--- src/rtl/led_pattern_pkg.sv ---
// rtl/led_pattern_pkg.sv - shared constants for the LED pattern engine
package led_pattern_pkg;

    localparam logic [1:0] MODE_ALT_ENDS = 2'd0;
    localparam logic [1:0] MODE_ROTATE   = 2'd1;
    localparam logic [1:0] MODE_BOUNCE   = 2'd2;
    localparam logic [1:0] MODE_BLINK    = 2'd3;

    localparam logic DIR_RIGHT = 1'b0;
    localparam logic DIR_LEFT  = 1'b1;

endpackage

--- src/rtl/led_pattern_gen_tick_prescaler.sv ---
// rtl/led_pattern_gen_tick_prescaler.sv - speed-scaled step event generator
module tick_prescaler #(
    parameter int PERIOD = 33554432,
    parameter int CNT_W  = $clog2(PERIOD) + 1
) (
    input  logic       clk,
    input  logic       rst,
    input  logic       en,
    input  logic [1:0] speed,
    output logic       step
);

    localparam logic [CNT_W-1:0] PERIOD_V = CNT_W'(PERIOD);
    localparam logic [CNT_W-1:0] ONE      = CNT_W'(1);

    logic [CNT_W-1:0] cnt;
    logic [CNT_W-1:0] lim;
    logic             hit;

    // >= rather than == so a speed increase that strands cnt above the new limit steps at once
    always_comb begin
        lim  = PERIOD_V >> speed;
        hit  = (cnt >= (lim - ONE));
        step = en & hit;
    end

    // free-running count while enabled, wrapping to zero on each step
    always_ff @(posedge clk) begin
        if (rst) begin
            cnt <= '0;
        end else if (en) begin
            if (hit) cnt <= '0;
            else     cnt <= cnt + ONE;
        end
    end

endmodule

--- src/rtl/led_pattern_gen.sv ---
// rtl/led_pattern_gen.sv - selectable LED pattern engine with shared prescaler
module led_pattern_gen
    import led_pattern_pkg::*;
#(
    parameter int WIDTH  = 16,
    parameter int PERIOD = 33554432
) (
    input  logic             clk,
    input  logic             rst,
    input  logic             en,
    input  logic [1:0]       mode,
    input  logic [1:0]       speed,
    output logic [WIDTH-1:0] led,
    output logic             tick
);

    localparam int CNT_W = $clog2(PERIOD) + 1;

    localparam logic [WIDTH-1:0] MSB_ONLY = {1'b1, {(WIDTH-1){1'b0}}};
    localparam logic [WIDTH-1:0] LSB_ONLY = {{(WIDTH-1){1'b0}}, 1'b1};
    localparam logic [WIDTH-1:0] ALL_ONES = {WIDTH{1'b1}};

    logic             step;
    logic             dir;
    logic [WIDTH-1:0] next_led;
    logic             next_dir;
    logic             one_hot;

    tick_prescaler #(
        .PERIOD (PERIOD),
        .CNT_W  (CNT_W)
    ) u_prescaler (
        .clk   (clk),
        .rst   (rst),
        .en    (en),
        .speed (speed),
        .step  (step)
    );

    // next pattern value; every mode recovers from whatever a previous mode left behind
    always_comb begin
        next_led = led;
        next_dir = dir;
        one_hot  = (led != '0) && ((led & (led - LSB_ONLY)) == '0);
        case (mode)
            MODE_ALT_ENDS: begin
                next_led = (led == MSB_ONLY) ? LSB_ONLY : MSB_ONLY;
            end
            MODE_ROTATE: begin
                if (led == '0) next_led = MSB_ONLY;
                else           next_led = {led[0], led[WIDTH-1:1]};
            end
            MODE_BOUNCE: begin
                if (!one_hot) begin
                    next_led = MSB_ONLY;
                    next_dir = DIR_RIGHT;
                end else if (dir == DIR_RIGHT) begin
                    // turning at bit 0 moves straight to bit 1 so the end is not shown twice
                    if (led[0]) begin
                        next_led = led << 1;
                        next_dir = DIR_LEFT;
                    end else begin
                        next_led = led >> 1;
                    end
                end else begin
                    if (led[WIDTH-1]) begin
                        next_led = led >> 1;
                        next_dir = DIR_RIGHT;
                    end else begin
                        next_led = led << 1;
                    end
                end
            end
            default: begin
                next_led = (led == ALL_ONES) ? '0 : ALL_ONES;
            end
        endcase
    end

    // pattern state moves only on a step; tick marks the first cycle of each new value
    always_ff @(posedge clk) begin
        if (rst) begin
            led  <= MSB_ONLY;
            dir  <= DIR_RIGHT;
            tick <= 1'b0;
        end else begin
            tick <= step;
            if (step) begin
                led <= next_led;
                dir <= next_dir;
            end
        end
    end

endmodule

--- config.mk ---
export PLATFORM = sky130hd
export DESIGN_NAME = led_pattern_gen
export DESIGN_NICKNAME = d
export VERILOG_FILES = /design/src/rtl/led_pattern_pkg.sv /design/src/rtl/led_pattern_gen_tick_prescaler.sv /design/src/rtl/led_pattern_gen.sv
export SDC_FILE = /design/constraint.sdc
export NUM_CORES = 1
export LEC_CHECK = 0
export ABC_CLOCK_PERIOD_IN_PS = 3200
export CAP_MARGIN = 25
export CORE_MARGIN = 10
export CORE_UTILIZATION = 35
export CTS_CLUSTER_DIAMETER = 60
export DETAILED_ROUTE_END_ITERATION = 8
export PLACE_DENSITY = 0.51
export REMOVE_ABC_BUFFERS = 1
export SLEW_MARGIN = 20
export SYNTH_ARGS = -nofsm -noshare
export SYNTH_HDL_FRONTEND = slang
export SYNTH_SLANG_ARGS = --single-unit
--- constraint.sdc ---
create_clock -name clk -period 3.2 [get_ports clk]
set_input_delay 0.48 -clock clk [delete_from_list [all_inputs] [get_ports clk]]
set_output_delay 0.48 -clock clk [all_outputs]
set_load 0.03 [all_outputs]
### Word-level counts from Yosys, hierarchy flattened

Cells that the tools add are included.

* add/subtract/negate cells: 3
* $lt $le $gt $ge: 1
* eq/ne operators: 4
* shift operators: 1
* mux-type cells: 13
* bitwise operators: 2
* reductions and logical operators: 6

Operator list (count)
* 2-to-1 mux 16 bit: 7
* case mux 16 bit (3 select lines): 1
* == test 16 bit, second input constant: 2
* zero test 16 bit: 2
* adder 26 x 1 -> 26 bit, second input constant: 1
* greater-or-equal comparator 26 bit: 1
* 2-to-1 mux 26 bit: 1
* >> shifter 26 x 2 -> 26 bit, first input constant: 1
* subtractor 26 x 1 -> 26 bit, second input constant: 1
* bitwise AND 16 bit: 1
* nonzero test 16 bit: 1
* subtractor 16 x 1 -> 16 bit, second input constant: 1
* 2-to-1 mux 1 bit: 4
* == test 2 x 1 -> 1 bit, second input constant: 1
* == test 2 bit, second input constant: 1
* zero test 2 bit: 1
* AND reduction 2 bit: 1
* bitwise AND 1 bit: 1
* logical AND 1 bit: 1

* bits in registers: 44
* output and inout bits: 17

### Longest topological paths before layout

Gate-level depths: netlist (run 1).

* word-level depth: 6
* gate-level depth with buffers: 9
* gate-level depth less buffers: 8

### By module

Synthesis (run 1) repeated with hierarchy kept, for this count alone.

* cells, all modules: 348
* area, all modules: 2762.6 um^2

By module, submodules not included
* led_pattern_gen: times used 1, cells each 188, area an instance 1398.8 um^2, seq. area each 360.3 um^2
* tick_prescaler: times used 1, cells each 160, area an instance 1363.8 um^2, seq. area each 520.5 um^2

### Worst setup path after synthesis (run 1)

Ideal clock, no wire load.

* path type: input port to flip-flop
* from: input speed[0]
* to: register led[11]
* arrival time: 2.547 ns
* data required time: 3.086 ns
* setup slack: 0.539 ns
* stages on the path: 9
* buffers on the path: 1
* path through: or2_2 -> ha_1 -> nand4_1 -> nor4_1 -> a32oi_2 -> o21bai_1 -> clkbuf_1 -> o22ai_1 -> a21o_1

* word-level cells in the longest chain between the ends: 4

Ends and longest elaborated chain
* start: declaration: line led_pattern_gen.sv:12 `input logic [1:0] speed,`
* >> shifter 26 x 2 -> 26 bit: line led_pattern_gen_tick_prescaler.sv:22 `lim = PERIOD_V >> speed;`
* subtractor 26 x 1 -> 26 bit: line led_pattern_gen_tick_prescaler.sv:23 `hit = (cnt >= (lim - ONE));`
* greater-or-equal comparator 26 bit: line led_pattern_gen_tick_prescaler.sv:23
* bitwise AND 1 bit: line led_pattern_gen_tick_prescaler.sv:24 `step = en & hit;`
* end signal: assignment: line led_pattern_gen.sv:89 `led <= next_led;`
* end: declaration: line led_pattern_gen.sv:13 `output logic [WIDTH-1:0] led,`

No other way between the ends.
A chain may end at the register's enable or synchronous reset.

### Worst setup path after layout (run 1)

* from: input speed[1]
* to: register led[15]

Same word-level chain as after synthesis.

==> results of run 1 <==
## layout make-up
type | instances | area share [%]
Clock buffer | 6 | 2.42
Clock inverter | 1 | 0.167
Inverter | 5 | 0.627
Multi-Input combinational cell | 253 | 52.3
Sequential cell | 44 | 29.4
Tap cell | 99 | 4.14
Timing Repair Buffer | 34 | 10.9
## registers in the layout (all words and copies together) (netlist names)
| signal | cells |
|---|---|
| led | 16 |
| tick | 1 |
| dir | 1 |
| u_prescaler.cnt | 26 |
## placed cells by master, fill, tap and decap left out, types with 3 or more instances in the layout
cell type	instances
a211oi_1	4
a21o_1	12
a21oi_1	10
a31oi_1	3
and3_1	4
and4_1	3
buf_4	10
clkbuf_8	5
clkdlybuf4s50_1	23
dfxtp_1	44
ha_1	4
inv_1	5
nand2_1	16
nand2b_1	4
nand3_1	7
nand4_1	19
nor2_1	52
nor2b_1	14
nor3_1	6
nor4_1	6
o21ai_0	19
o21bai_1	3
o22ai_1	12
or3_1	6
xnor2_1	8
xor2_1	14
## critical path, stage by stage
cell and delay [ns]:
clkdlybuf4s50_1 0.44, or2_2 0.29, ha_1 0.30, nand4_1 0.09
nor4_1 0.45, a32oi_2 0.21, buf_4 0.20, a221o_1 0.34
a31o_2 0.21
## logic make-up after synthesis
family	Yosys count
AOI/OAI and AO/OA	79
DFF	44
muxes	1
adders and majority gates	6
xor gates and xnor gates	22
and+or+nand+nor	145
buffers and inverters	26
## path summary, 6_finish.rpt
kind / end / cells after the start
max reg2reg: led[9]$_SDFFE_PP0P_ / 6
min: u_prescaler.cnt[1]$_SDFFE_PP0P_ / 2
min reg2reg: u_prescaler.cnt[1]$_SDFFE_PP0P_ / 2
max: led[15]$_SDFFE_PP1P_ / 9
## cell usage after synthesis, drive strengths merged (2+ instances only)
library cell / count
nor2: 52
dfxtp: 44
nand4: 19
o21ai: 19
clkbuf: 18
nand2: 16
nor2b: 14
xor2: 14
a21o: 12
o22ai: 12
a21oi: 10
xnor2: 8
nand3: 7
nor3: 6
nor4: 6
or3: 6
inv: 5
a211oi: 4
and3: 4
ha: 4
nand2b: 4
a31oi: 3
and4: 3
buf: 3
o21bai: 3
a2111oi: 2
a211o: 2
a311oi: 2
a31o: 2
and2: 2
maj3: 2
nor3b: 2
or2: 2
## layer usage
| layer | routed length [µm] | vias up |
|---|---|---|
| met3 | 390 | 5 |
| met2 | 2840 | 50 |
| li1 | - | 1209 |
| met4 | 72 | 0 |
| met1 | 3000 | 1069 |
| met5 | 0 | - |
## stage by stage
| step | hold slack, ns | total power, mW | util (%) | std cells | setup WS, ns |
|---|---|---|---|---|---|
| floorplan | 0.456 | 0.588 | - | 302 | 0.417 |
| global placement | 0.481 | 0.614 | 40.6 | 435 | 0.182 |
| detailed placement | 0.485 | 0.614 | 40.6 | 435 | 0.0948 |
| CTS | 0.497 | 0.953 | 41.7 | 442 | 0.417 |
| global route | 0.537 | 0.980 | 41.7 | 442 | 0.251 |
| finish | 0.494 | 0.937 | 41.7 | 442 | 0.396 |
## power breakdown
group	switching, mW	internal (mW)	leakage (nW)
clock network	0.187	0.149	0.0410
registers	0.00234	0.549	0.355
logic	0.0283	0.0208	0.685
total	0.218	0.719	1.08
==> flow_summary.json, run 1 <==
{
  "status": "completed",
  "cp-start-kind": "input port",
  "multiInputGateArea_mm2": 0.00157,
  "worstPathArrival_ns": 3.00,
  "hold_viol": 0,
  "synth_xor_area_share_pct": 7.51,
  "cts_tree": "done",
  "synth-seq-cells": 44,
  "die_h_um": 106,
  "start_util_pct": 35.7,
  "met3_usage_pct": 3.53,
  "min-delay-start": "u_prescaler.cnt[1]$_SDFFE_PP0P_",
  "timing.rr.start": "led[2]$_SDFFE_PP0P_",
  "grt_max_degree": 31,
  "wl_per_cell_um": 14.2,
  "track_usage_pct": 11.8,
  "cts_hold_buf": 0,
  "drv_cap": 0,
  "syn_to_final_growth_pct": 16.7,
  "drt_iter0_drc": 145,
  "synth_area_leaders": "dfxtp_1 34%, nor2_1 7.6%, xor2_1 4.8%",
  "final_cell_area_mm2": 0.00299,
  "vias": 2333,
  "max_freq_mhz": 357,
  "dieWidth_um": 106,
  "rows": 31,
  "dr.pass1.iters": 4,
  "cts_buffer_depth": 2,
  "final-seq-area_um2": 881,
  "synth_warnings": 0,
  "synthFlopType": "dfxtp_1",
  "clock_latency_ns": 0.29,
  "wl_mm": 6.30,
  "portBuffers": 23,
  "synth_compound_area_share_pct": 21.7,
  "viasPerCell": 5.28,
  "tightest_slew_ns": 0.591,
  "layout_min_cycle_time_ns": 2.80,
  "timing.final.crit_share_pct": 87.6,
  "ctsResizeCount": 0,
  "grt_pass1_vias": 2320,
  "setup_violations": 0,
  "place_area_mm2": 0.00292,
  "drv_slew": 0,
  "core_mm2": 0.00718,
  "gp_congestion": 0.811,
  "ioPinCount": 24,
  "root_buffer": "clkbuf_8",
  "synth_edf_count": 0,
  "crit_path_end_kind": "flop",
  "power.leakage_nw": 1.08,
  "startpoint": "speed[1]",
  "cts_sinks": 44,
  "drive_above_1_share_pct": 7.58,
  "htree_levels": 2,
  "grt-busiest-layer": "met2",
  "syn_inst": 323,
  "num-fill-cells": 744,
  "required_ns": 3.39,
  "ant_nets": 0,
  "crit_type": "input port to flop",
  "synth_simple_gate_area_share_pct": 28.7,
  "hold_class": "flop to flop",
  "grt_pass1_wl_mm": 11.2,
  "nNetsFinal": 354,
  "relSlewSlack_pct": 60.2,
  "fin_skew_ns": 0.00632,
  "yosys.area_share.adder_pct": 2.73,
  "die_area_mm2": 0.0112,
  "numCtsBuffers": 5,
  "yosysTopAreaCell": "dfxtp_1",
  "grt.met2_usage_pct": 18.3,
  "synth_cell_type_count": 47,
  "syn_area_per_cell_um2": 7.94,
  "cts_setup_buffers": 0,
  "dp_hpwl_mm": 4.44,
  "netlist_area_mm2": 0.00256,
  "rsz0062_at_grt": "false",
  "synth.area.mux_share_pct": 0.390,
  "setup_tns_ns": 0,
  "clk_pin_slew_ns": 0.09,
  "p_per_area_mw_per_mm2": 313,
  "globalRouteMet1Util_pct": 15.4,
  "drc": 0,
  "antenna_found_initial": 0,
  "synth_top_area_share_pct": 34.3,
  "crit_path_max_fanout": 8,
  "reg2reg_slack_ns": 0.66,
  "synthArstFlopShare_pct": 0,
  "yosysSeqAreaShare_pct": 34.3,
  "vdd_ir_drop_max_mv": 0.156,
  "grt.overflow.total": 0,
  "diodes": 0,
  "synth_top_family_by_area": "simple AND/OR/NAND/NOR gates"
}
Power figures use the tool's default switching activity.
==> inputs of run 2 (changes only) <==
--- a/config.mk
+++ b/config.mk
@@ -8,10 +8,10 @@
 export ABC_CLOCK_PERIOD_IN_PS = 3200
 export CAP_MARGIN = 25
 export CORE_MARGIN = 10
-export CORE_UTILIZATION = 35
+export CORE_UTILIZATION = 57
 export CTS_CLUSTER_DIAMETER = 60
 export DETAILED_ROUTE_END_ITERATION = 8
-export PLACE_DENSITY = 0.51
+export PLACE_DENSITY = 0.77
 export REMOVE_ABC_BUFFERS = 1
 export SLEW_MARGIN = 20
 export SYNTH_ARGS = -nofsm -noshare
==> run 2 against run 1 <==
Hold slack better by 0.0049 ns; first-iteration DRC count down 30%; flip-flop and latch count unchanged; worst setup slack better by 0.039 ns; critical path type unchanged; largest power group unchanged; sequential share of layout area up 0.36 points.
==> flow_summary.json, run 2 (synthesis results as in run 1) <==
{
  "drc": 0,
  "relSlewSlack_pct": 62.5,
  "drt_iter0_drc": 102,
  "worst_slack_ns": 0.435,
  "dieWidth_um": 87.1,
  "cts_sinks": 44,
  "die_h_um": 87.1,
  "htree_levels": 2,
  "antenna_found_initial": 0,
  "final_cell_mix": "52 x nor2_1, 44 x dfxtp_1, 23 x clkdlybuf4s50_1",
  "utilization_pct": 67.9,
  "nNetsFinal": 352,
  "portBuffers": 23,
  "largest_register_ffs": 26,
  "critical_path_buf_inv_count": 2,
  "cp_slowest_cell": "clkdlybuf4s50_1",
  "timing.final.crit_share_pct": 86.4,
  "hold_class": "flop to flop",
  "fin_skew_ns": 0.00770,
  "drive_above_1_share_pct": 7.60,
  "root_buffer": "clkbuf_8",
  "place_ws_ns": 0.140,
  "path_cells": "clkdlybuf4s50_1, or2_2, ha_1, nand4_1, nor4_1, a32oi_2, buf_4, a221o_1, a31o_2",
  "wl_per_cell_um": 14.6,
  "critPathMaxStageDelay_ns": 0.43,
  "crit_path_end_kind": "flop",
  "critPathTopFamily": "simple AND/OR/NAND/NOR gates",
  "hold_viol": 0,
  "rows": 24,
  "total_power_mw": 1.04,
  "core_mm2": 0.00435,
  "final_cell_area_mm2": 0.00296,
  "grt_max_degree": 31,
  "die_area_mm2": 0.00758,
  "clk_pin_slew_ns": 0.09,
  "tightest_slew_ns": 0.563,
  "grt_pass1_wl_mm": 9.77,
  "largest_register": "u_prescaler.cnt",
  "clock_latency_ns": 0.30,
  "dr.pass1.iters": 4,
  "syn_to_final_growth_pct": 15.3,
  "dp_hpwl_mm": 3.98,
  "gp_congestion": 0.848,
  "grt_pass1_vias": 2204,
  "max_freq_mhz": 362,
  "drv_slew": 0,
  "track_usage_pct": 15.5,
  "power.leakage_nw": 1.08,
  "cts_hold_buf": 0,
  "wl_mm": 5.76,
  "setup_tns_ns": 0,
  "layout_min_cycle_time_ns": 2.76,
  "worstPathArrival_ns": 2.96,
  "crit_path_max_fanout": 8,
  "rsz0062_at_grt": "false",
  "ant_nets": 0,
  "numCtsBuffers": 5,
  "vias": 2355,
  "cts_setup_buffers": 0,
  "cp-start-kind": "input port",
  "viasPerCell": 5.98,
  "diodes": 0,
  "ioPinCount": 24,
  "p_per_area_mw_per_mm2": 352,
  "cts_tree": "done",
  "required_ns": 3.40,
  "grt.overflow.total": 0,
  "drv_cap": 0,
  "vdd_ir_drop_max_mv": 0.164,
  "start_util_pct": 58.9,
  "ctsResizeCount": 0,
  "cts_buffer_depth": 2,
  "crit_type": "input port to flop",
  "reg.largest.list": "u_prescaler.cnt (26), led (16)",
  "status": "completed",
  "place_area_mm2": 0.00284,
  "layout_commonest_cell": "nor2_1",
  "setup_violations": 0
}
## run 2: cell count changes in the layout (fill, tap and decap cells not counted), sizes merged
cell / change
clkinv: -1
buf: -2
bufinv: +1
clkinvlp: +1
inv: +1
clkbuf: -1
## run 2: final timing paths
kind	start	endpoint	slack, ns	depth (start not counted)
worst min-delay path	u_prescaler.cnt[25]$_SDFFE_PP0P_	u_prescaler.cnt[25]$_SDFFE_PP0P_	0.50	2
worst min register to register	u_prescaler.cnt[25]$_SDFFE_PP0P_	u_prescaler.cnt[25]$_SDFFE_PP0P_	0.50	2
worst max register to register	led[1]$_SDFFE_PP0P_	led[9]$_SDFFE_PP0P_	0.70	6
worst max-delay path	speed[1]	led[15]$_SDFFE_PP1P_	0.44	9
## run 2: worst min-delay path: cells and delay by family, from the launching register on
kind | cells | cell delay (ns)
AO/OA/AOI/OAI | 2 | 0.13
flip-flops | 1 | 0.32
## run 2: area by class of cell
type	instances	area, µm²
Multi-Input combinational cell	253	1570
Fill cell	359	1400
Sequential cell	44	881
Timing Repair Buffer	32	310
Clock buffer	5	68.8
Tap cell	52	65.1
Clock inverter	3	46.3
Inverter	5	18.8
## run 2: stage by stage
stage	hold WS [ns]	cells
floorplan	0.456	302
global placement	0.472	386
detailed placement	0.489	386
CTS	0.503	394
global route	0.530	394
finish	0.499	394
## run 2: metal layers
metal  vias to the layer above  GRT usage, %  share of wire (%)
li1                       1208             -                  -
met1                      1103          17.6                 45
met2                        38          25.8                 48
met3                         6          5.71                5.7
met4                         0          5.89               0.95
met5                         -             0                  0
## run 2: power breakdown
group | internal (mW) | switching, mW | leakage (nW) | total, mW
Combinational | 0.0199 | 0.0276 | 0.676 | 0.0476
Clock | 0.235 | 0.207 | 0.0548 | 0.442
Sequential | 0.550 | 0.00231 | 0.355 | 0.552
==> variant: new RTL, config.mk and constraints of run 2 <==
Add an input register stage for `en`, `mode` and `speed`, with the module's reset; this delays them by one clock.
--- a/src/rtl/led_pattern_gen.sv
+++ b/src/rtl/led_pattern_gen.sv
@@ -21,4 +21,20 @@
     localparam logic [WIDTH-1:0] ALL_ONES = {WIDTH{1'b1}};
 
+    logic en_q;
+    logic [1:0] mode_q;
+    logic [1:0] speed_q;
+
+    always_ff @(posedge clk) begin
+        if (rst) begin
+            en_q    <= '0;
+            mode_q  <= '0;
+            speed_q <= '0;
+        end else begin
+            en_q    <= en;
+            mode_q  <= mode;
+            speed_q <= speed;
+        end
+    end
+
     logic             step;
     logic             dir;
@@ -33,6 +49,6 @@
         .clk   (clk),
         .rst   (rst),
-        .en    (en),
-        .speed (speed),
+        .en    (en_q),
+        .speed (speed_q),
         .step  (step)
     );
@@ -43,5 +59,5 @@
         next_dir = dir;
         one_hot  = (led != '0) && ((led & (led - LSB_ONLY)) == '0);
-        case (mode)
+        case (mode_q)
             MODE_ALT_ENDS: begin
                 next_led = (led == MSB_ONLY) ? LSB_ONLY : MSB_ONLY;
Check against the original RTL: no difference found for any inputs over 10 cycles, from zero or initial values and one cycle with rst high; that may be too few to reach the edited logic, so the function may still have changed.
==> variant against run 2 <==
Count of clock-buffer cells in the layout unchanged; routed wire length grew 16%; worst hold slack improved by 13 ps; die area increased by 8.9%; power increased by 15%; critical endpoint is now led[9]$_SDFFE_PP0P_; design area grew 8.1%; sequential cell count up 5; worst setup slack got worse by 59 ps; synthesized area is 12% higher; sequential power rose by 13%; non-clock buffer count fell by 5.
==> variant: results (changes against run 2) <==
| Metric | Value |
|---|---|
| Vias per inst | `6.19 (was 5.98)` |
| Crit path kind | `reg2reg (was in2reg)` |
| Post-synth cell types | `54 (was 47)` |
| Seq/Total Area, Yosys | `34.3% (about the same)` |
| Worst R2R Setup Slack | `380 ps (was 700 ps)` |
| Total GRT Usage | `16.0% (was 15.5%)` |
| Area after DPL | `0.00306 mm2 (was 0.00284 mm2)` |
| R2r startpoint | `speed_q[1]$_SDFF_PP0_ (was led[1]$_SDFFE_PP0P_)` |
| Layout Skew | `8.79 ps (was 7.70 ps)` |
| Slowest stage delay, CP | `550 ps (was 430 ps)` |
| Hpwl dp | `4590 um (was 3980 um)` |
| Slowest cell on crit path | `or4_1 (was clkdlybuf4s50_1)` |
| Run status | `completed (unchanged)` |
| Crit path DAT | `3050 ps (was 2960 ps)` |
| Pint | `0.948 mW (was 0.805 mW)` |
| Vias in the first global route | `2448 (was 2204)` |
| R2R cell count | `8 (was 6)` |
| Top cells by count, synth | `dfxtp_1 (49), nor2_1 (37), o21ai_0 (32) (was nor2_1 (52), dfxtp_1 (44), nand4_1 (19), o21ai_0 (19), clkbuf_1 (17))` |
| Synth area leaders | `dfxtp_1 (34%), o221ai_2 (5.8%), o21ai_0 (5.6%) (was dfxtp_1 (34%), nor2_1 (7.6%), xor2_1 (4.8%))` |
| Iter 0 DRT Violations | `167 (was 102)` |
| Nets | `360 (was 352)` |
| Share of cells above drive strength 1 | `11.1% (was 7.60%)` |
| Clk pwr | `0.531 mW (was 0.442 mW)` |
| Crit path max fanout | `17 (was 8)` |
| Worst slew margin | `55.4% (was 62.5%)` |
| WL final | `6690 um (was 5760 um)` |
| Largest net degree at the start of global routing | `32 (was 31)` |
-- variant: cell count changes in the layout (fill, tap and decap cells not counted), sizes merged, moves of 8 or more --
cell    change
nand2      +15
nor2       -15
o21ai      +13
o221ai     +12
nor2b       -9
o22ai       -9
nand3       +8
-- variant: cells by family after synthesis --
family                     Yosys count  share of synthesized area (%)
xor gates and xnor gates            22                           6.73
muxes                                4                           1.44
AOI/OAI and AO/OA                   84                           23.1
and+or+nand+nor                    144                           26.0
adders and majority gates            6                           2.45
buffers and inverters               31                           5.95
DFF                                 49                           34.3
-- variant: layout make-up --
class | count | area [um2] | area share (%)
clock buffers | 5 | 68.8 | 2.15
clock inverters | 3 | 68.8 | 2.15
inverters | 6 | 22.5 | 0.705
multi-input cells | 260 | 1710 | 53.5
flip-flops and latches | 49 | 981 | 30.7
well taps | 67 | 83.8 | 2.62
repair buffers | 27 | 260 | 8.14
-- variant: worst min-delay path, cell delays in order (launching register included) --
cell and delay (ps):
dfxtp_1 340, o21ai_0 80, a21oi_1 60
-- variant: metrics by stage --
step	hold slack (ps)	setup slack [ps]	util (%)	cells	total power, mW
after floorplan	464	203	-	315	0.657
after global placement	481	457	63.9	409	0.680
after detailed placement	500	415	63.9	409	0.681
after CTS	512	377	66.8	417	1.20
after global routing	537	257	66.8	417	1.23
final	511	377	66.8	417	1.20
-- variant: layer usage --
layer  vias to the layer above  part of all wire, %  track usage [%]
met3                         2                  6.7             4.82
met1                      1250                   48             21.9
met4                         0                 0.40             3.79
met2                        73                   45             23.9
met5                         -                    0                0
li1                       1256                    -                -
